[src/rtl/flex_timer.sv]
// -----------------------------------------------------------------------------
// flex_timer
//   Loadable down-counting timer with one-shot and periodic (auto-reload)
//   modes. It is used for pixel-interval, line-blanking and timeout generation.
//   A load starts or restarts the timer. count_enable pauses it. An expiry is
//   reported as a one-cycle registered pulse.
//
// Parameters
//   NUM_CNT_BITS : width of the count, load and reload registers
//   DECREMENT    : amount subtracted per enabled cycle (1 .. 2^NUM_CNT_BITS-1)
//
// Ports
//   clk          in   system clock, rising-edge
//   n_rst        in   synchronous active-low reset
//   clear        in   synchronous abort back to IDLE (below reset in priority)
//   load         in   start/restart request; load_val==0 expires immediately
//   load_val     in   start value captured with load
//   periodic     in   mode captured with load: 1 = auto-reload, 0 = one-shot
//   count_enable in   decrement enable while running; 0 holds the count
//   count_out    out  registered remaining count
//   expired_flag out  registered one-cycle expiry pulse
//   busy         out  registered; high exactly while the FSM is in RUN
//
// Control handshake: none. load and clear are level-sampled on every edge.
// Priority at each edge is reset > clear > load > count.
// -----------------------------------------------------------------------------
module flex_timer #(
   parameter int NUM_CNT_BITS = 4,
   parameter int DECREMENT    = 1
) (
   input  logic                    clk,
   input  logic                    n_rst,
   input  logic                    clear,
   input  logic                    load,
   input  logic [NUM_CNT_BITS-1:0] load_val,
   input  logic                    periodic,
   input  logic                    count_enable,
   output logic [NUM_CNT_BITS-1:0] count_out,
   output logic                    expired_flag,
   output logic                    busy
);

   typedef enum logic {
      IDLE = 1'b0,
      RUN  = 1'b1
   } state_e;

   // DECREMENT in both widths. The wide copy keeps the terminal comparison
   // free of truncation when DECREMENT is close to 2^NUM_CNT_BITS.
   localparam logic [NUM_CNT_BITS-1:0] DEC_N  = NUM_CNT_BITS'(DECREMENT);
   localparam logic [NUM_CNT_BITS:0]   DEC_N1 = (NUM_CNT_BITS + 1)'(DECREMENT);

   state_e                  state_q, state_d;
   logic [NUM_CNT_BITS-1:0] count_q, count_d;
   logic [NUM_CNT_BITS-1:0] reload_q, reload_d;
   logic                    periodic_q, periodic_d;
   logic                    expired_q, expired_d;
   logic                    terminal;

   // The terminal cycle is the one in which the next subtraction would reach or
   // pass zero. Saturating there means count_out never wraps.
   assign terminal = ({1'b0, count_q} <= DEC_N1);

   always_comb begin
      state_d    = state_q;
      count_d    = count_q;
      reload_d   = reload_q;
      periodic_d = periodic_q;
      expired_d  = 1'b0;

      if (clear) begin
         // Abort: the count is discarded. reload and mode are kept.
         state_d = IDLE;
         count_d = '0;
      end else if (load) begin
         if (load_val != '0) begin
            // Start or restart. Any expiry due this cycle is suppressed.
            state_d    = RUN;
            count_d    = load_val;
            reload_d   = load_val;
            periodic_d = periodic;
         end else begin
            // A zero interval expires at once, whatever the mode.
            state_d   = IDLE;
            count_d   = '0;
            expired_d = 1'b1;
         end
      end else if (state_q == RUN && count_enable) begin
         if (terminal) begin
            expired_d = 1'b1;
            if (periodic_q) begin
               count_d = reload_q;
            end else begin
               count_d = '0;
               state_d = IDLE;
            end
         end else begin
            count_d = count_q - DEC_N;
         end
      end
   end

   always_ff @(posedge clk) begin
      if (!n_rst) begin
         state_q    <= IDLE;
         count_q    <= '0;
         reload_q   <= '0;
         periodic_q <= 1'b0;
         expired_q  <= 1'b0;
      end else begin
         state_q    <= state_d;
         count_q    <= count_d;
         reload_q   <= reload_d;
         periodic_q <= periodic_d;
         expired_q  <= expired_d;
      end
   end

   assign count_out    = count_q;
   assign expired_flag = expired_q;
   // busy is the registered FSM state. It doubles as the state debug view.
   assign busy         = (state_q == RUN);

endmodule

[config.mk]
export PLATFORM = sky130hd
export DESIGN_NAME = flex_timer
export DESIGN_NICKNAME = d
export VERILOG_FILES = /design/src/rtl/flex_timer.sv
export SDC_FILE = /design/constraint.sdc
export NUM_CORES = 1
export LEC_CHECK = 0
export CAP_MARGIN = 20
export CORE_UTILIZATION = 40
export CTS_CLUSTER_DIAMETER = 100
export DETAILED_ROUTE_END_ITERATION = 16
export PLACE_DENSITY = 0.7
export SYNTH_ARGS = -nofsm -noshare
export SYNTH_HDL_FRONTEND = slang
export SYNTH_SLANG_ARGS = --single-unit
export TNS_END_PERCENT = 50
[constraint.sdc]
create_clock -name clk -period 1.5 [get_ports clk]
set_input_delay 0.3 -clock clk [delete_from_list [all_inputs] [get_ports clk]]
set_output_delay 0.3 -clock clk [all_outputs]
set_load 0.02 [all_outputs]
==> results of run 1 <==
## routing by layer
metal,global-route usage [%],vias up,wire [um]
li1,-,339,-
met1,23.39,295,674
met2,29.69,13,716
met3,2.609,2,37
met4,7.742,0,17
met5,0,-,0
## per-stage QoR
stage / TNS [ps] / power, W / worst slack (ps) / instances / area (um^2)
6_report: 0 / 0.0006794 / 40.48 / 121 / 955.9
4_1_cts: 0 / 0.0006695 / 8.350 / 120 / 902.1
3_5_place_dp: -1603 / 0.0004750 / -235.8 / 116 / 882.1
2_1_floorplan: 0 / 0.0003998 / 37.63 / 76 / 633.1
3_3_place_gp: -1283 / 0.0004725 / -225.9 / 116 / 882.1
5_1_grt: -20.10 / 0.0007144 / -20.10 / 121 / 955.9
## cells in the mapped netlist
master	number	area share, %
o21ai_2	1	1.4
nor2b_1	1	1.0
and3_1	1	1.0
nand4b_1	1	1.4
buf_6	1	1.8
o21a_1	1	1.2
or4_1	1	1.2
mux2i_1	2	3.2
ha_1	2	4.0
a21oi_1	4	3.2
o311a_1	1	1.6
nand4bb_1	1	1.8
and2_1	1	1.0
or4_4	1	1.8
nand3_1	6	4.8
nor3_2	1	1.6
a31oi_1	2	2.0
or2_1	1	1.0
o21ai_0	8	6.4
nand2b_1	1	1.0
buf_2	1	0.80
clkbuf_1	1	0.60
dfxtp_1	11	35
nand2_1	13	7.8
clkbuf_2	1	0.80
o41ai_2	1	2.6
nor3_4	1	2.6
nand4_1	1	1.0
inv_1	3	1.8
nor2_1	4	2.4
a221oi_2	1	2.4
## cells by family after synthesis
logic type	share of synthesized area, %
buffers and inverters	5.775
muxes	3.187
AOI/OAI and AO/OA	20.72
and+or+nand+nor	31.28
DFF	35.06
adders and majority gates	3.983
## what timing repair did
action / CTS / global route
endpoints found under the setup margin: 5 / 3
setup buffers: 0 / 1
pin swaps: 0 / 1
resized for setup: 5 / 9
hold buffers: 0 / 0
## cell type report
class	count	area [um^2]	area share [%]
multi-input cells	58	417.9	43.72
flip-flops and latches	11	225.2	23.56
inverters	3	11.26	1.178
repair buffers	30	256.5	26.83
well taps	15	18.77	1.963
clock buffers	4	26.28	2.749
## flip-flops by register name, summed over array words and instances (netlist names)
register      count
busy              1
expired_flag      1
count_out         4
reload_q          4
periodic_q        1
## worst min-delay path, cell delays in order, from the launching register on
cell and delay (ps):
dfxtp_1 310, nand3_1 60, o21ai_0 70
## where the power goes
| group | internal, W | total [W] | leakage (nW) | switching (W) |
|---|---|---|---|---|
| Combinational | 0.0000902 | 0.000167 | 0.290 | 0.0000767 |
| Sequential | 0.000304 | 0.000315 | 0.0910 | 0.0000111 |
| Clock | 0.000103 | 0.000197 | 0.0150 | 0.0000948 |
| Total | 0.000497 | 0.000679 | 0.396 | 0.000183 |
## path summary, 6_finish.rpt
kind | slack (ps) | endpoint
worst max register to register | 60 | count_out[1]
worst min register to register | 480 | reload_q[0]
worst min-delay path | 480 | reload_q[0]
worst max-delay path | 40 | expired_flag
==> metrics.md, run 1 <==
| Metric | Value |
|---|---|
| Pins Over Slew Limit | `0` |
| Min-delay worst type | `reg -> reg` |
| Dpl hpwl | `1159 um` |
| Finished Core Util | `69.14%` |
| Cell Area, Synth | `628.1 um^2` |
| Core ar. | `around 0.0014 mm^2` |
| Synthesized Nets | `88` |
| WL per Instance | `approximately 12 um` |
| DRC Markers | `0` |
| Critical path data arrival time | `1160 ps` |
| Sequential fraction of the synthesis area | `35.06%` |
| Number of antenna violations at the first check in global routing | `0` |
| CTS H-tree lvls | `1` |
| Endpoints failing setup | `0` |
| Power density cells | `710.7 mW/mm^2` |
| Effective utilization at floorplan | `45.43%` |
| Number of port buffers | `15` |
| CTS clk-pin slew, worst paths | `70 ps` |
| Fill count | `121` |
| Global-route wire length before repair | `2470 um` |
| Req. time, crit path | `1200 ps` |
| Die area | `0.001733 mm^2` |
| Layout area overhead | `52.19%` |
| Io pins | `16` |
| Min cycle time layout | `between 1000 and 1500 ps` |
| Reg2reg path depth | `6` |
| Bufs on Longest Clock Path | `2` |
| First-iteration detailed-routing DRC count | `11` |
| Die X | `between 40 and 50 um` |
| Worst-Skew Late Latency | `260 ps` |
| Layout cell share with drive strength beyond 1 | `29.25%` |
| Number of max-cap violations | `0` |
| Final hold vios | `0` |
| Vias/cell | `5.364` |
| Setup crit end kind | `primary output` |
| Max frequency | `685.2 MHz` |
| WHS Path Cells | `2` |
| Vias in the first global route | `582` |
| Critical path depth | `1` |
| Grt ovf | `0` |
| Layout Skew | `roughly 0.52 ps` |
| TritonCTS Sinks | `11` |
| Synthesis-stage register bit count | `11` |
| Final period util | `97.30%` |
| Nets | `119` |
| GR Util All Layers | `18.07%` |
| TritonRoute pass-1 iters | `3` |
| CTS buffer count | `3` |
| CP max stage cell | `clkdlybuf4s50_1` |
| Crit-path max FO | `1` |
| Critical path class | `reg -> out` |
| CTS tree | `yes` |
| Site row count | `13` |
| Slew @ Worst Pin | `287.0 ps` |
| DRT antenna net count | `0` |
| Ant diodes | `0` |
| Die height | `roughly 42 um` |
| Pin count of the biggest net entering global routing | `12` |
| Avg Inst Size Synth | `8.265 um^2` |
| GP Congestion | `0.7888` |
| Pleak | `~0.40 nW` |
| Critical path cell sequence | `clkdlybuf4s50_1` |
| CTS root buf | `clkbuf_4` |
| Rel. slew slack | `80.66%` |
| Slowest stage delay, CP | `590 ps` |
| Syn Inst Count | `76` |
| Total Wirelength | `1446 um` |
| Hold Path Origin | `reload_q[0]` |
| Most frequent cells in the layout | `buf_4, nand2_1, clkdlybuf4s50_1` |
| Peak VDD IR | `0.5174 mV` |
| Reg-to-Reg Start | `count_out[1]` |
| Critical path startpoint | `expired_flag` |
| Final Hold Slack | `just under 500 ps` |
| Worst path top cell family by delay | `buffers and inverters` |
| Ys Warns | `0` |
| Status | `finished, final reports clean` |
| Most common cell after layout, fill and taps aside | `buf_4` |
| Netlist cell types | `31` |
| Routed via count | `649` |
| Buf/Inv on CP | `1` |
| CP startpoint kind | `flop` |
Note: power is estimated with default switching activity, not from simulation.
==> run 2, diff against run 1 <==
--- a/config.mk
+++ b/config.mk
@@ -9,7 +9,7 @@
 export CORE_UTILIZATION = 40
 export CTS_CLUSTER_DIAMETER = 100
 export DETAILED_ROUTE_END_ITERATION = 16
-export PLACE_DENSITY = 0.7
+export PLACE_DENSITY = 0.8
 export SYNTH_ARGS = -nofsm -noshare
 export SYNTH_HDL_FRONTEND = slang
 export SYNTH_SLANG_ARGS = --single-unit
==> constraint.sdc (replaced) <==
create_clock -name clk -period 1.5 [get_ports clk]
set_input_delay 0.3 -clock clk [delete_from_list [all_inputs] [get_ports clk]]
set_output_delay 0.3 -clock clk [all_outputs]
set_load 0.01 [all_outputs]
==> metrics.md, run 2 (same netlist as run 1, synthesis figures left out) <==
| Metric | Value |
|---|---|
| Sw Ratio | `26.07% (-0.81 points)` |
| DRC Markers | `0 (unchanged)` |
| Peak VDD IR | `0.4207 mV (-19%)` |
| Number of max-cap violations | `0 (unchanged)` |
| Final period util | `95.48% (-1.8 points)` |
| CP startpoint kind | `primary input` |
| Final Non-Filler Cells | `121 (unchanged)` |
| GP Congestion | `0.8500 (+7.8%)` |
| Critical path startpoint | `count_enable` |
| Critical path class | `in -> reg` |
| Multi-input logic area | `386.6 um^2 (-7.5%)` |
| Placed cells | `117 (+0.86%)` |
| Slew @ Worst Pin | `284.2 ps (-2.801 ps)` |
| Post-CTS setup buffer count | `0 (unchanged)` |
| GR Util All Layers | `20.43% (+2.4 points)` |
| Number of antenna violations at the first check in global routing | `0 (unchanged)` |
| Dpl hpwl | `1213 um (+4.7%)` |
| CTS H-tree lvls | `1 (unchanged)` |
| Fill count | `121 (unchanged)` |
| CTS clk-pin slew, worst paths | `70 ps (about the same)` |
| Critical path data arrival time | `1590 ps (+430 ps)` |
| Layout Skew | `1.590 ps (+1.065 ps)` |
| Endpoints failing setup | `0 (unchanged)` |
| Comb power frac | `22.8% (-1.8 points)` |
| CTS root buf | `clkbuf_4` |
| Net Sw Power | `0.0001743 W (-4.6%)` |
| Io pins | `16 (unchanged)` |
| Clock power frac | `29.8% (+0.7 points)` |
| Bufs on Longest Clock Path | `2 (unchanged)` |
| Ant diodes | `0 (unchanged)` |
| Most frequent cells in the layout | `buf_4, nand2_1, clkdlybuf4s50_1` |
| Final hold vios | `0 (unchanged)` |
| TritonCTS Sinks | `11 (unchanged)` |
| Setup crit end kind | `flop` |
| Layout cell share with drive strength beyond 1 | `30.19% (+0.94 points)` |
| Max frequency | `698.2 MHz (+1.9%)` |
| Most common cell after layout, fill and taps aside | `buf_4` |
| Seq. cell area | `225.2 um^2 (unchanged)` |
| Pins Over Slew Limit | `0 (unchanged)` |
| Total Wirelength | `1453 um (+0.48%)` |
| Finished Core Util | `67.15% (-2.0 points)` |
| Pleak | `0.4046 nW (+2.2%)` |
| Hold Path Origin | `reload_q[1]` |
| Reg-to-Reg Start | `count_out[1]` |
| Critical path cell sequence | `clkdlybuf4s50_1, nand2_1, or4_4, a221oi_2, nor3_2` |
| Setup ws final | `67.77 ps (+27.29 ps)` |
| Rel. slew slack | `80.85% (+0.19 points)` |
| WL per Instance | `12.01 um (+0.48%)` |
| Sequential Power Share | `47.4% (+1.0 points)` |
| Hold_buf cts | `0 (unchanged)` |
| CP max stage cell | `clkdlybuf4s50_1` |
| Pin count of the biggest net entering global routing | `12 (unchanged)` |
| Layout area overhead | `47.81%` |
| Min-delay worst type | `reg -> reg` |
| Slowest stage delay, CP | `490 ps (-100 ps)` |
| Worst-Skew Late Latency | `270 ps (about the same)` |
| First-iteration detailed-routing DRC count | `9 (-2)` |
| CTS buffer count | `3 (unchanged)` |
| Power Internal | `0.0004941 W (-0.55%)` |
| RSZ-0062 raised after global routing | `no` |
| Number of port buffers | `15 (unchanged)` |
| Req. time, crit path | `1660 ps (+460 ps)` |
| Site row count | `13 (unchanged)` |
| Core ar. | `0.001383 mm^2 (unchanged)` |
| TritonRoute pass-1 iters | `4 (+1)` |
| Global-route wire length before repair | `2670 um (+8.1%)` |
| CTS tree | `yes` |
| Grt ovf | `0 (unchanged)` |
| Vias/cell | `5.364 (unchanged)` |
| Die X | `41.63 um (unchanged)` |
| Power density cells | `719.9 mW/mm^2 (+1.3%)` |
| Routed via count | `649 (unchanged)` |
| Status | `finished, final reports clean` |
| Effective utilization at floorplan | `45.43% (unchanged)` |
| DRT antenna net count | `0 (unchanged)` |
| Total power | `0.0006683 W (-1.6%)` |
| Die height | `41.63 um (unchanged)` |
| Flop2flop setup slack | `80 ps (+20 ps)` |
| Min cycle time layout | `1432 ps (-27.29 ps)` |
| Vias in the first global route | `656 (+13%)` |
| Nets | `119 (unchanged)` |
| Die area | `0.001733 mm^2 (unchanged)` |
| Crit-path max FO | `2 (+1)` |
| Pre-CTS WS | `-212.6 ps (+23.16 ps)` |
run 2: cell count changes in the layout (fill, tap and decap cells not counted), moves of 2 or more:
cell	before	now
dfxtp_1	9	7
dfxtp_2	1	4
ha_2	0	2
ha_4	2	0
run 2: timing repair:
action | CTS | global route
gates resized for setup | 7 | 6
setup endpoints to repair | 7 | 5
endpoints found under the hold margin | 0 | 0
run 2: worst paths after layout:
| check | end | depth (start not counted) |
|---|---|---|
| setup / recovery | count_out[3] | 5 |
| hold / removal | reload_q[1] | 2 |
| setup reg to reg | count_out[3] | 6 |
| hold reg to reg | reload_q[1] | 2 |
run 2: through the flow:
stage	instance area, um^2	setup TNS, ps	hold slack, ps
2_1_floorplan	630.6	0	435.7
3_3_place_gp	887.1	-1024	450.4
3_5_place_dp	887.1	-1370	470.0
4_1_cts	912.1	0	480.3
5_1_grt	928.4	0	520.7
6_report	928.4	0	481.5
run 2: power by group through the flow:
stage                logic, W  registers [W]  clock network (W)
floorplan           0.0000705       0.000324                  0
global placement     0.000147       0.000322                  0
detailed placement   0.000152       0.000323                  0
CTS                  0.000149       0.000317           0.000207
global route         0.000169       0.000319           0.000225
finish               0.000152       0.000317           0.000199
run 2: layout make-up:
class | count | share of cell area (%)
tap | 15 | 2.022
inverter | 3 | 1.213
clock buffer | 4 | 2.830
sequential | 11 | 24.26
timing repair buffer | 30 | 28.03
multi-input combinational | 58 | 41.64
run 2: layer usage:
layer / track usage (%) / part of all wire [%] / vias to the layer above
met4: 15.48 / 3.0 / 0
li1: - / - / 334
met2: 32.19 / 48 / 24
met3: 6.957 / 6.3 / 5
met5: 0 / 0 / -
met1: 22.37 / 42 / 286
run 2: worst max-delay path, delay by kind of cell:
| kind | cells | cell delay (ps) |
|---|---|---|
| AND/OR/NAND/NOR | 3 | 560 |
| buffers and inverters | 1 | 490 |
| AO/OA/AOI/OAI | 1 | 250 |
